--- config.mk ---
export PLATFORM = sky130hd
export DESIGN_NAME = bus_arbiter_flat
export DESIGN_NICKNAME = d
export VERILOG_FILES = /design/src/rtl/bus_pkg.sv /design/src/rtl/bus_arbiter_if.sv /design/src/rtl/rd_tag_pipe.sv /design/src/rtl/bus_arbiter.sv /design/src/flat_wrapper.sv
export SDC_FILE = /design/constraint.sdc
export NUM_CORES = 1
export LEC_CHECK = 0
export CAP_MARGIN = 10
export CORE_AREA = 2 2 119 121
export CTS_CLUSTER_DIAMETER = 80
export DETAILED_ROUTE_END_ITERATION = 8
export DIE_AREA = 0 0 121 123
export PLACE_DENSITY = 0.52
export SETUP_SLACK_MARGIN = 0.15
export SLEW_MARGIN = 5
export SYNTH_ARGS = -nofsm -noshare
export SYNTH_HDL_FRONTEND = slang
export SYNTH_HIERARCHICAL = 1
export SYNTH_SLANG_ARGS = --single-unit
--- constraint.sdc ---
create_clock -name clk -period 5.9 [get_ports clk]
set_clock_uncertainty 0.05 [all_clocks]
set_input_delay 1.18 -clock clk [delete_from_list [all_inputs] [get_ports clk]]
set_output_delay 1.18 -clock clk [all_outputs]
set_load 0.1 [all_outputs]
--- src/rtl/bus_pkg.sv ---
// Shared definitions for the two-master data bus arbiter: master IDs,
// the read encoding of the byte-enable field and default bus widths.
package bus_pkg;

    typedef logic id_t;

    localparam id_t        ID_M0      = 1'b0;
    localparam id_t        ID_M1      = 1'b1;
    localparam logic [3:0] WE_READ    = 4'b0000;
    localparam int         BUS_ADDR_W = 32;
    localparam int         BUS_DATA_W = 32;

endpackage

--- src/rtl/bus_arbiter_if.sv ---
// Bundle of the two master request/response ports plus the shared slave bus.
// The slave modport is the arbiter; the master modport is the masters and slaves around it.
interface bus_arbiter_if #(
    parameter int ADDR_W = 32,
    parameter int DATA_W = 32
);
    logic              m0_req;
    logic [3:0]        m0_we;
    logic [ADDR_W-1:0] m0_addr;
    logic [DATA_W-1:0] m0_wdata;
    logic              m0_gnt;
    logic              m0_rvalid;
    logic [DATA_W-1:0] m0_rdata;

    logic              m1_req;
    logic [3:0]        m1_we;
    logic [ADDR_W-1:0] m1_addr;
    logic [DATA_W-1:0] m1_wdata;
    logic              m1_gnt;
    logic              m1_rvalid;
    logic [DATA_W-1:0] m1_rdata;

    logic              bus_re;
    logic [3:0]        bus_we;
    logic [ADDR_W-1:0] bus_addr;
    logic [DATA_W-1:0] bus_wdata;
    logic [DATA_W-1:0] bus_rdata;

    modport slave (
        input  m0_req, m0_we, m0_addr, m0_wdata,
        input  m1_req, m1_we, m1_addr, m1_wdata,
        input  bus_rdata,
        output m0_gnt, m0_rvalid, m0_rdata,
        output m1_gnt, m1_rvalid, m1_rdata,
        output bus_re, bus_we, bus_addr, bus_wdata
    );

    modport master (
        output m0_req, m0_we, m0_addr, m0_wdata,
        output m1_req, m1_we, m1_addr, m1_wdata,
        output bus_rdata,
        input  m0_gnt, m0_rvalid, m0_rdata,
        input  m1_gnt, m1_rvalid, m1_rdata,
        input  bus_re, bus_we, bus_addr, bus_wdata
    );

endinterface

--- src/rtl/rd_tag_pipe.sv ---
// Delay line of {valid,id} read tags; the output stage lines up with bus_rdata.
// Reset drops every outstanding tag.
module rd_tag_pipe
    import bus_pkg::*;
#(
    parameter int RD_LATENCY = 1
) (
    input  logic clk,
    input  logic rst_n,
    input  logic in_vld,
    input  id_t  in_id,
    output logic out_vld,
    output id_t  out_id
);

    logic [RD_LATENCY-1:0] vld_pipe;
    id_t  [RD_LATENCY-1:0] id_pipe;

    always_ff @(posedge clk or negedge rst_n) begin
        if (!rst_n) begin
            vld_pipe <= '0;
            id_pipe  <= '0;
        end else begin
            vld_pipe[0] <= in_vld;
            id_pipe[0]  <= in_id;
            for (int i = 1; i < RD_LATENCY; i++) begin
                vld_pipe[i] <= vld_pipe[i-1];
                id_pipe[i]  <= id_pipe[i-1];
            end
        end
    end

    assign out_vld = vld_pipe[RD_LATENCY-1];
    assign out_id  = id_pipe[RD_LATENCY-1];

endmodule

--- src/rtl/bus_arbiter.sv ---
// Two-master round-robin bus arbiter with a burst cap. Grant is combinational
// on the live requests; read data is steered back to its owner via a tag pipe.
module bus_arbiter
    import bus_pkg::*;
#(
    parameter int ADDR_W     = BUS_ADDR_W,
    parameter int DATA_W     = BUS_DATA_W,
    parameter int MAX_BURST  = 4,
    parameter int RD_LATENCY = 1
) (
    input logic           clk,
    input logic           rst_n,
    bus_arbiter_if.slave  bif
);

    localparam int CNT_W = $clog2(MAX_BURST + 1);
    localparam logic [CNT_W-1:0] CNT_MAX = CNT_W'(MAX_BURST);

    logic [1:0]             req;
    logic [1:0][3:0]        we;
    logic [1:0][ADDR_W-1:0] addr;
    logic [1:0][DATA_W-1:0] wdata;

    id_t              last_owner;
    logic [CNT_W-1:0] beat_cnt;
    logic             has_win;
    id_t              winner;
    logic             out_vld;
    id_t              out_id;

    assign req   = {bif.m1_req,   bif.m0_req};
    assign we    = {bif.m1_we,    bif.m0_we};
    assign addr  = {bif.m1_addr,  bif.m0_addr};
    assign wdata = {bif.m1_wdata, bif.m0_wdata};

    // beat_cnt==0 means no burst is running, so the first contention after
    // reset or an idle cycle goes away from last_owner (M0 after reset).
    always_comb begin
        has_win = 1'b0;
        winner  = ID_M0;
        if (rst_n && |req) begin
            has_win = 1'b1;
            if (&req)
                winner = (beat_cnt != '0 && beat_cnt < CNT_MAX) ? last_owner : ~last_owner;
            else
                winner = req[1] ? ID_M1 : ID_M0;
        end
    end

    assign bif.m0_gnt    = has_win && (winner == ID_M0);
    assign bif.m1_gnt    = has_win && (winner == ID_M1);
    assign bif.bus_re    = has_win && (we[winner] == WE_READ);
    assign bif.bus_we    = has_win ? we[winner]    : '0;
    assign bif.bus_addr  = has_win ? addr[winner]  : '0;
    assign bif.bus_wdata = has_win ? wdata[winner] : '0;

    always_ff @(posedge clk or negedge rst_n) begin
        if (!rst_n) begin
            last_owner <= ID_M1;
            beat_cnt   <= '0;
        end else if (has_win) begin
            last_owner <= winner;
            if (winner == last_owner)
                beat_cnt <= (beat_cnt == CNT_MAX) ? beat_cnt : beat_cnt + CNT_W'(1);
            else
                beat_cnt <= CNT_W'(1);
        end else begin
            beat_cnt <= '0;
        end
    end

    rd_tag_pipe #(.RD_LATENCY(RD_LATENCY)) u_rd_tag_pipe (
        .clk     (clk),
        .rst_n   (rst_n),
        .in_vld  (bif.bus_re),
        .in_id   (winner),
        .out_vld (out_vld),
        .out_id  (out_id)
    );

    assign bif.m0_rvalid = out_vld && (out_id == ID_M0);
    assign bif.m1_rvalid = out_vld && (out_id == ID_M1);
    assign bif.m0_rdata  = bif.m0_rvalid ? bif.bus_rdata : '0;
    assign bif.m1_rdata  = bif.m1_rvalid ? bif.bus_rdata : '0;

endmodule
--- src/flat_wrapper.sv ---
// flat-port wrapper written by rule: the top's interface ports become plain ports
module bus_arbiter_flat import bus_pkg::*;
#(
    parameter int ADDR_W     = BUS_ADDR_W,
    parameter int DATA_W     = BUS_DATA_W,
    parameter int MAX_BURST  = 4,
    parameter int RD_LATENCY = 1
)
  (clk, rst_n, bif_m0_req, bif_m0_we, bif_m0_addr, bif_m0_wdata, bif_m1_req, bif_m1_we, bif_m1_addr, bif_m1_wdata, bif_bus_rdata, bif_m0_gnt, bif_m0_rvalid, bif_m0_rdata, bif_m1_gnt, bif_m1_rvalid, bif_m1_rdata, bif_bus_re, bif_bus_we, bif_bus_addr, bif_bus_wdata);
  bus_arbiter_if #(.ADDR_W(ADDR_W), .DATA_W(DATA_W)) bif_i ();
  input logic clk;
  input logic rst_n;
  input wire logic [$bits(bif_i.m0_req)-1:0] bif_m0_req;
  input wire logic [$bits(bif_i.m0_we)-1:0] bif_m0_we;
  input wire logic [$bits(bif_i.m0_addr)-1:0] bif_m0_addr;
  input wire logic [$bits(bif_i.m0_wdata)-1:0] bif_m0_wdata;
  input wire logic [$bits(bif_i.m1_req)-1:0] bif_m1_req;
  input wire logic [$bits(bif_i.m1_we)-1:0] bif_m1_we;
  input wire logic [$bits(bif_i.m1_addr)-1:0] bif_m1_addr;
  input wire logic [$bits(bif_i.m1_wdata)-1:0] bif_m1_wdata;
  input wire logic [$bits(bif_i.bus_rdata)-1:0] bif_bus_rdata;
  output wire logic [$bits(bif_i.m0_gnt)-1:0] bif_m0_gnt;
  output wire logic [$bits(bif_i.m0_rvalid)-1:0] bif_m0_rvalid;
  output wire logic [$bits(bif_i.m0_rdata)-1:0] bif_m0_rdata;
  output wire logic [$bits(bif_i.m1_gnt)-1:0] bif_m1_gnt;
  output wire logic [$bits(bif_i.m1_rvalid)-1:0] bif_m1_rvalid;
  output wire logic [$bits(bif_i.m1_rdata)-1:0] bif_m1_rdata;
  output wire logic [$bits(bif_i.bus_re)-1:0] bif_bus_re;
  output wire logic [$bits(bif_i.bus_we)-1:0] bif_bus_we;
  output wire logic [$bits(bif_i.bus_addr)-1:0] bif_bus_addr;
  output wire logic [$bits(bif_i.bus_wdata)-1:0] bif_bus_wdata;
  assign bif_i.m0_req = bif_m0_req;
  assign bif_i.m0_we = bif_m0_we;
  assign bif_i.m0_addr = bif_m0_addr;
  assign bif_i.m0_wdata = bif_m0_wdata;
  assign bif_i.m1_req = bif_m1_req;
  assign bif_i.m1_we = bif_m1_we;
  assign bif_i.m1_addr = bif_m1_addr;
  assign bif_i.m1_wdata = bif_m1_wdata;
  assign bif_i.bus_rdata = bif_bus_rdata;
  assign bif_m0_gnt = bif_i.m0_gnt;
  assign bif_m0_rvalid = bif_i.m0_rvalid;
  assign bif_m0_rdata = bif_i.m0_rdata;
  assign bif_m1_gnt = bif_i.m1_gnt;
  assign bif_m1_rvalid = bif_i.m1_rvalid;
  assign bif_m1_rdata = bif_i.m1_rdata;
  assign bif_bus_re = bif_i.bus_re;
  assign bif_bus_we = bif_i.bus_we;
  assign bif_bus_addr = bif_i.bus_addr;
  assign bif_bus_wdata = bif_i.bus_wdata;
  bus_arbiter #(.ADDR_W(ADDR_W), .DATA_W(DATA_W), .MAX_BURST(MAX_BURST), .RD_LATENCY(RD_LATENCY)) u_core (.clk(clk), .rst_n(rst_n), .bif(bif_i));
endmodule
### Word-level counts from Yosys, hierarchy flattened

Index checks and enable logic that the tools add are counted.

* $add $sub $neg: 1
* order comparisons: 2
* equal/unequal tests: 3
* muxes and demuxes: 19
* bitwise operators: 3
* reductions and logical operators: 11

Operator list (number)
* two-way mux 32 bit: 8
* two-way mux 4 bit: 3
* two-way mux 3 bit: 3
* logical AND 1 bit: 7
* two-way mux 1 bit: 5
* zero test 4 bit: 1
* adder 3 x 1 -> 3 bit, second input constant: 1
* equality test 3 bit, second input constant: 1
* less-than comparator 3 bit, second input constant: 1
* != test 3 bit, second input constant: 1
* NOT 1 bit: 3
* nonzero test 3 bit: 1
* less-than comparator 1 x 2 -> 1 bit, second input constant: 1
* AND reduction 2 bit: 1
* OR reduction 2 bit: 1
* equality test 1 bit: 1

* bits in registers: 6
* output and inout bits: 137
* word-level logic and storage cells: 43

### Longest topological paths before layout

* depth in word-level cells: 9
* gate-level depth with buffers: 8

### Hierarchy

The synthesis kept the hierarchy.

Modules (own cells, without submodules)
* bus_arbiter: instances 1, cells an instance 199, area an instance 1514.0 µm²
* rd_tag_pipe: instances 1, cells an instance 2, area an instance 50.0 µm²

### Worst setup path after synthesis

OpenSTA, ideal clock, no wires.

* path kind: input -> output
* from: in rst_n
* to: out bif_bus_wdata[22]
* arrival: 2.838 ns
* path slack: 1.832 ns
* cell stages on the path: 4
* path buffers: 1
* cell sequence: nand2_1 a31oi_2 buf_2 a22o_1

* longest elaborated chain between the ends: 5
* elaborated cells between the ends (all ways): 6

Ends and longest elaborated chain
* start, declared: line flat_wrapper.sv:12 `input logic rst_n;`
* logical AND 1 bit (*): line bus_arbiter.sv:41 `if (rst_n && |req) begin`
* two-way mux 1 bit: line bus_arbiter.sv:41
* two-way mux 32 bit (not written as such) (2 in series): line bus_arbiter.sv:55 `assign bif.bus_wdata = has_win ? wdata[winner] : '0;`
* two-way mux 32 bit (*): line bus_arbiter.sv:55
* end, declared: line flat_wrapper.sv:31 `output wire logic [$bits(bif_i.bus_wdata)-1:0] bif_bus_wdata;`

Every way passes the cells marked *; elsewhere a longest branch is shown, timed or not. The select of a mux whose other input is x is not followed.

### Worst setup path in the final report

* from: in bif_m0_req
* to: out bif_bus_addr[24]

* longest elaborated chain between the ends: 6
* elaborated cells between the ends (all ways): 9

Ends and longest elaborated chain
* start, declared: line flat_wrapper.sv:13 `input wire logic [$bits(bif_i.m0_req)-1:0] bif_m0_req;`
* AND reduction 2 bit / OR reduction 2 bit (equally long branches): line bus_arbiter.sv:43, bus_arbiter.sv:41
* two-way mux 1 bit / logical AND 1 bit (equally long branches): line bus_arbiter.sv:43, bus_arbiter.sv:41
* two-way mux 1 bit: line bus_arbiter.sv:41
* two-way mux 32 bit (not written as such) (2 in series): line bus_arbiter.sv:54 `assign bif.bus_addr = has_win ? addr[winner] : '0;`
* two-way mux 32 bit (*): line bus_arbiter.sv:54
* end, declared: line flat_wrapper.sv:30 `output wire logic [$bits(bif_i.bus_addr)-1:0] bif_bus_addr;`

Marks and branches as above.

==> flow_summary.yaml <==
detailed_routing:
  route.detailed.drc: 0
  dr.first_iter.drc_count: 145
  final_antenna_net_count: 0
  firstDrtPassIters: 4
  wire_per_inst_um: 15.9
  vias_per_cell: 4.22
  routed_wl_um: 10600
  vias: 2832
clock_network:
  cts_buffer_depth: 2
  clock_latency_ns: 0.23
  ctsResizeCount: 0
  cts-root-buf: "clkbuf_16"
  clk_pin_slew_ns: 0.04
  htree_levels: 1
  ctsHoldBuffers: 0
  postCtsSetupRepairBufs: 0
  cts_tree: "done"
  cts_buffers: 3
  cts_sinks: 6
floorplan:
  start_util: 0.115
  die_h_um: 123
  die_area_mm2: 0.0149
  rows: 43
  io_pins: 309
  core_mm2: 0.0136
  die_x_um: 121
placement:
  place_area_mm2: 0.00457
  gp_congestion: 0.780
  dp_hpwl_um: 8950
  portBuffers: 308
  dp_slack_ns: 1.20
cells_and_area:
  nets: 666
  num_antenna_cells: 0
  final_layout_size_suffix_gt1_frac: 0.169
  final_util: 0.342
  fin_area_mm2: 0.00465
  syn_to_final_growth_pct: 197
power:
  power.internal_mw: 0.343
  total_leakage_power_nw: 2.02
  ir_worst_vdd_uv: 112
  powerDensity_mw_per_mm2: 179
  power_frac_comb: 0.797
  clkPwrFrac: 0.136
  p_switching_mw: 0.490
  switching_share: 0.589
  p_seq_frac: 0.067
timing:
  hold_viol_final: 0
  timing_worst_slew_pin_value_ns: 1.01
  rsz0062_at_grt: "no"
  fin_crit_ns: 4.72
  setup_tns_ns: 0
  hold_ws_ns: 0.537
  fin_crit_sh: 0.800
  fmax_mhz: 212
  setup_ws_ns: 1.18
  setup_viol: 0
  drv_slew: 0
  slew_headroom: 0.322
critical_path:
  worstPathMaxFanout: 71
  crit_path_cell_trace: "clkdlybuf4s50_1, or4b_1, and4_2, buf_4, a22o_1, buf_4"
  critPathMostFrequentCell: "buf_4"
  cpPeakStageDelay_ns: 0.61
  crit_path_end_kind: "output pin"
  critical_path_required_ns: 4.67
  cp.arrival_ns: 3.49
  cp_slowest_cell: "clkdlybuf4s50_1"
  crit_type: "input pin to output pin"
  critPathLaunchType: "input pin"
global_route:
  antenna_found_initial: 0
  grt_first_pass_wirelength_um: 14800
  gr-total-overflow: 0
  grt_use_total: 0.124
  grt_start_max_net_pins: 72
  grt_pass1_vias: 2660
hold_path:
  min_path_type: "flip-flop to flip-flop"
synth:
  synth_top_area_share: 0.381
  synth_fp_nets: 375
  synth_seq_cells: 6
  synth_top_area_cell: "a22o_1"
  syn_area_mm2: 0.00156
  yosys_warnings: 6
  synth_cell_types: 30
  syn_inst: 201
  postSynthAreaPerCell_um2: 7.78
  seq_area_frac_synth: 0.0968
  synth_area_leaders: "a22o_1 (38%), and2_1 (13%), and3_1 (13%)"
run_status:
  outcome: "complete, no violations"
flow_run:
  maxCapViolations: 0
[cells by family (layout without fill, tap and decap cells)]
logic type | count (synthesis) | count (layout) | share of synthesized area
DFF | 6 | 6 | 0.0968
adders and majority gates | 2 | 2 | 0.0160
and+or+nand+nor | 86 | 86 | 0.336
muxes | 2 | 2 | 0.0144
AOI/OAI and AO/OA | 77 | 77 | 0.426
buffers and inverters | 28 | 318 | 0.111
[area by class of cell]
type / count / area [um2]
clock buffer: 4 / 78.8
fill: 1412 / 8960
inverter: 2 / 7.51
multi-input combinational: 167 / 1250
sequential: 6 / 151
tap: 180 / 225
timing repair buffer: 312 / 2940
[layer usage]
layer  vias to the layer above  part of all wire  track usage
li1                       1358                 -            -
met1                      1279              0.37        0.145
met2                       189              0.52        0.233
met3                         6             0.099       0.0318
met4                         0            0.0054       0.0160
met5                         -                 0            0
[per-stage QoR]
step           power [mW]  instances
3_3_place_gp        0.719        667
4_1_cts             0.837        671
2_1_floorplan       0.509        201
6_report            0.833        671
5_1_grt             0.859        671
3_5_place_dp        0.719        667
[critical path, delay by kind of cell]
kind,cells,cell delay [ns]
buffers and inverters,3,1.17
AND/OR/NAND/NOR,2,0.70
AO/OA/AOI/OAI,1,0.37
[sequential cells by signal, summed over array words and instances (netlist names)]
| register | cells |
|---|---|
| u_core/last_owner | 1 |
| u_core/beat_cnt | 3 |
| u_core/u_rd_tag_pipe/out_vld | 1 |
| u_core/u_rd_tag_pipe/out_id | 1 |
[worst paths after layout]
kind / endpoint / startpoint / slack [ns] / cells after the start
worst max-delay path: bif_bus_addr[24] / bif_m0_req / 1.18 / 6
worst min-delay path: u_core/beat_cnt[1] / u_core/beat_cnt[1] / 0.54 / 2
worst max register to register: u_core/u_rd_tag_pipe/out_vld / u_core/beat_cnt[0] / 3.49 / 6
worst min register to register: u_core/beat_cnt[1] / u_core/beat_cnt[1] / 0.54 / 2
max in group asynchronous: u_core/last_owner / rst_n / 4.30 / 1
min in group asynchronous: u_core/beat_cnt[1] / rst_n / 1.19 / 1
[cells in the mapped netlist (all sizes together)]
cell,count
a22o,68
and2,33
and3,32
buf,15
clkbuf,11
dfrtp,5
nor2,5
nand2,4
ha,2
inv,2
mux2,2
nand3,2
nor2b,2
o211ai,2
o21ai,2
a21boi,1
a21oi,1
a31oi,1
and3b,1
and4,1
dfstp,1
nor3,1
nor4,1
nor4bb,1
o21ba,1
o32a,1
or3,1
or4,1
or4b,1
[power by group through the flow]
stage          Clock (mW)  Combinational [mW]  Sequential [mW]
2_1_floorplan           0               0.458           0.0506
5_1_grt             0.118               0.684           0.0575
3_3_place_gp            0               0.664           0.0552
6_report            0.114               0.663           0.0556
4_1_cts             0.116               0.666           0.0552
3_5_place_dp            0               0.663           0.0557
[placed cells by master (no fill, tap or decap), drive strengths merged, types with 4 or more instances in the layout]
master	synthesis	routed
clkdlybuf4s50	0	238
buf	15	74
a22o	68	68
and2	33	33
and3	32	32
nor2	5	5
dfrtp	5	5
nand2	4	4
clkbuf	11	4
(Power assumes the default switching activity.)
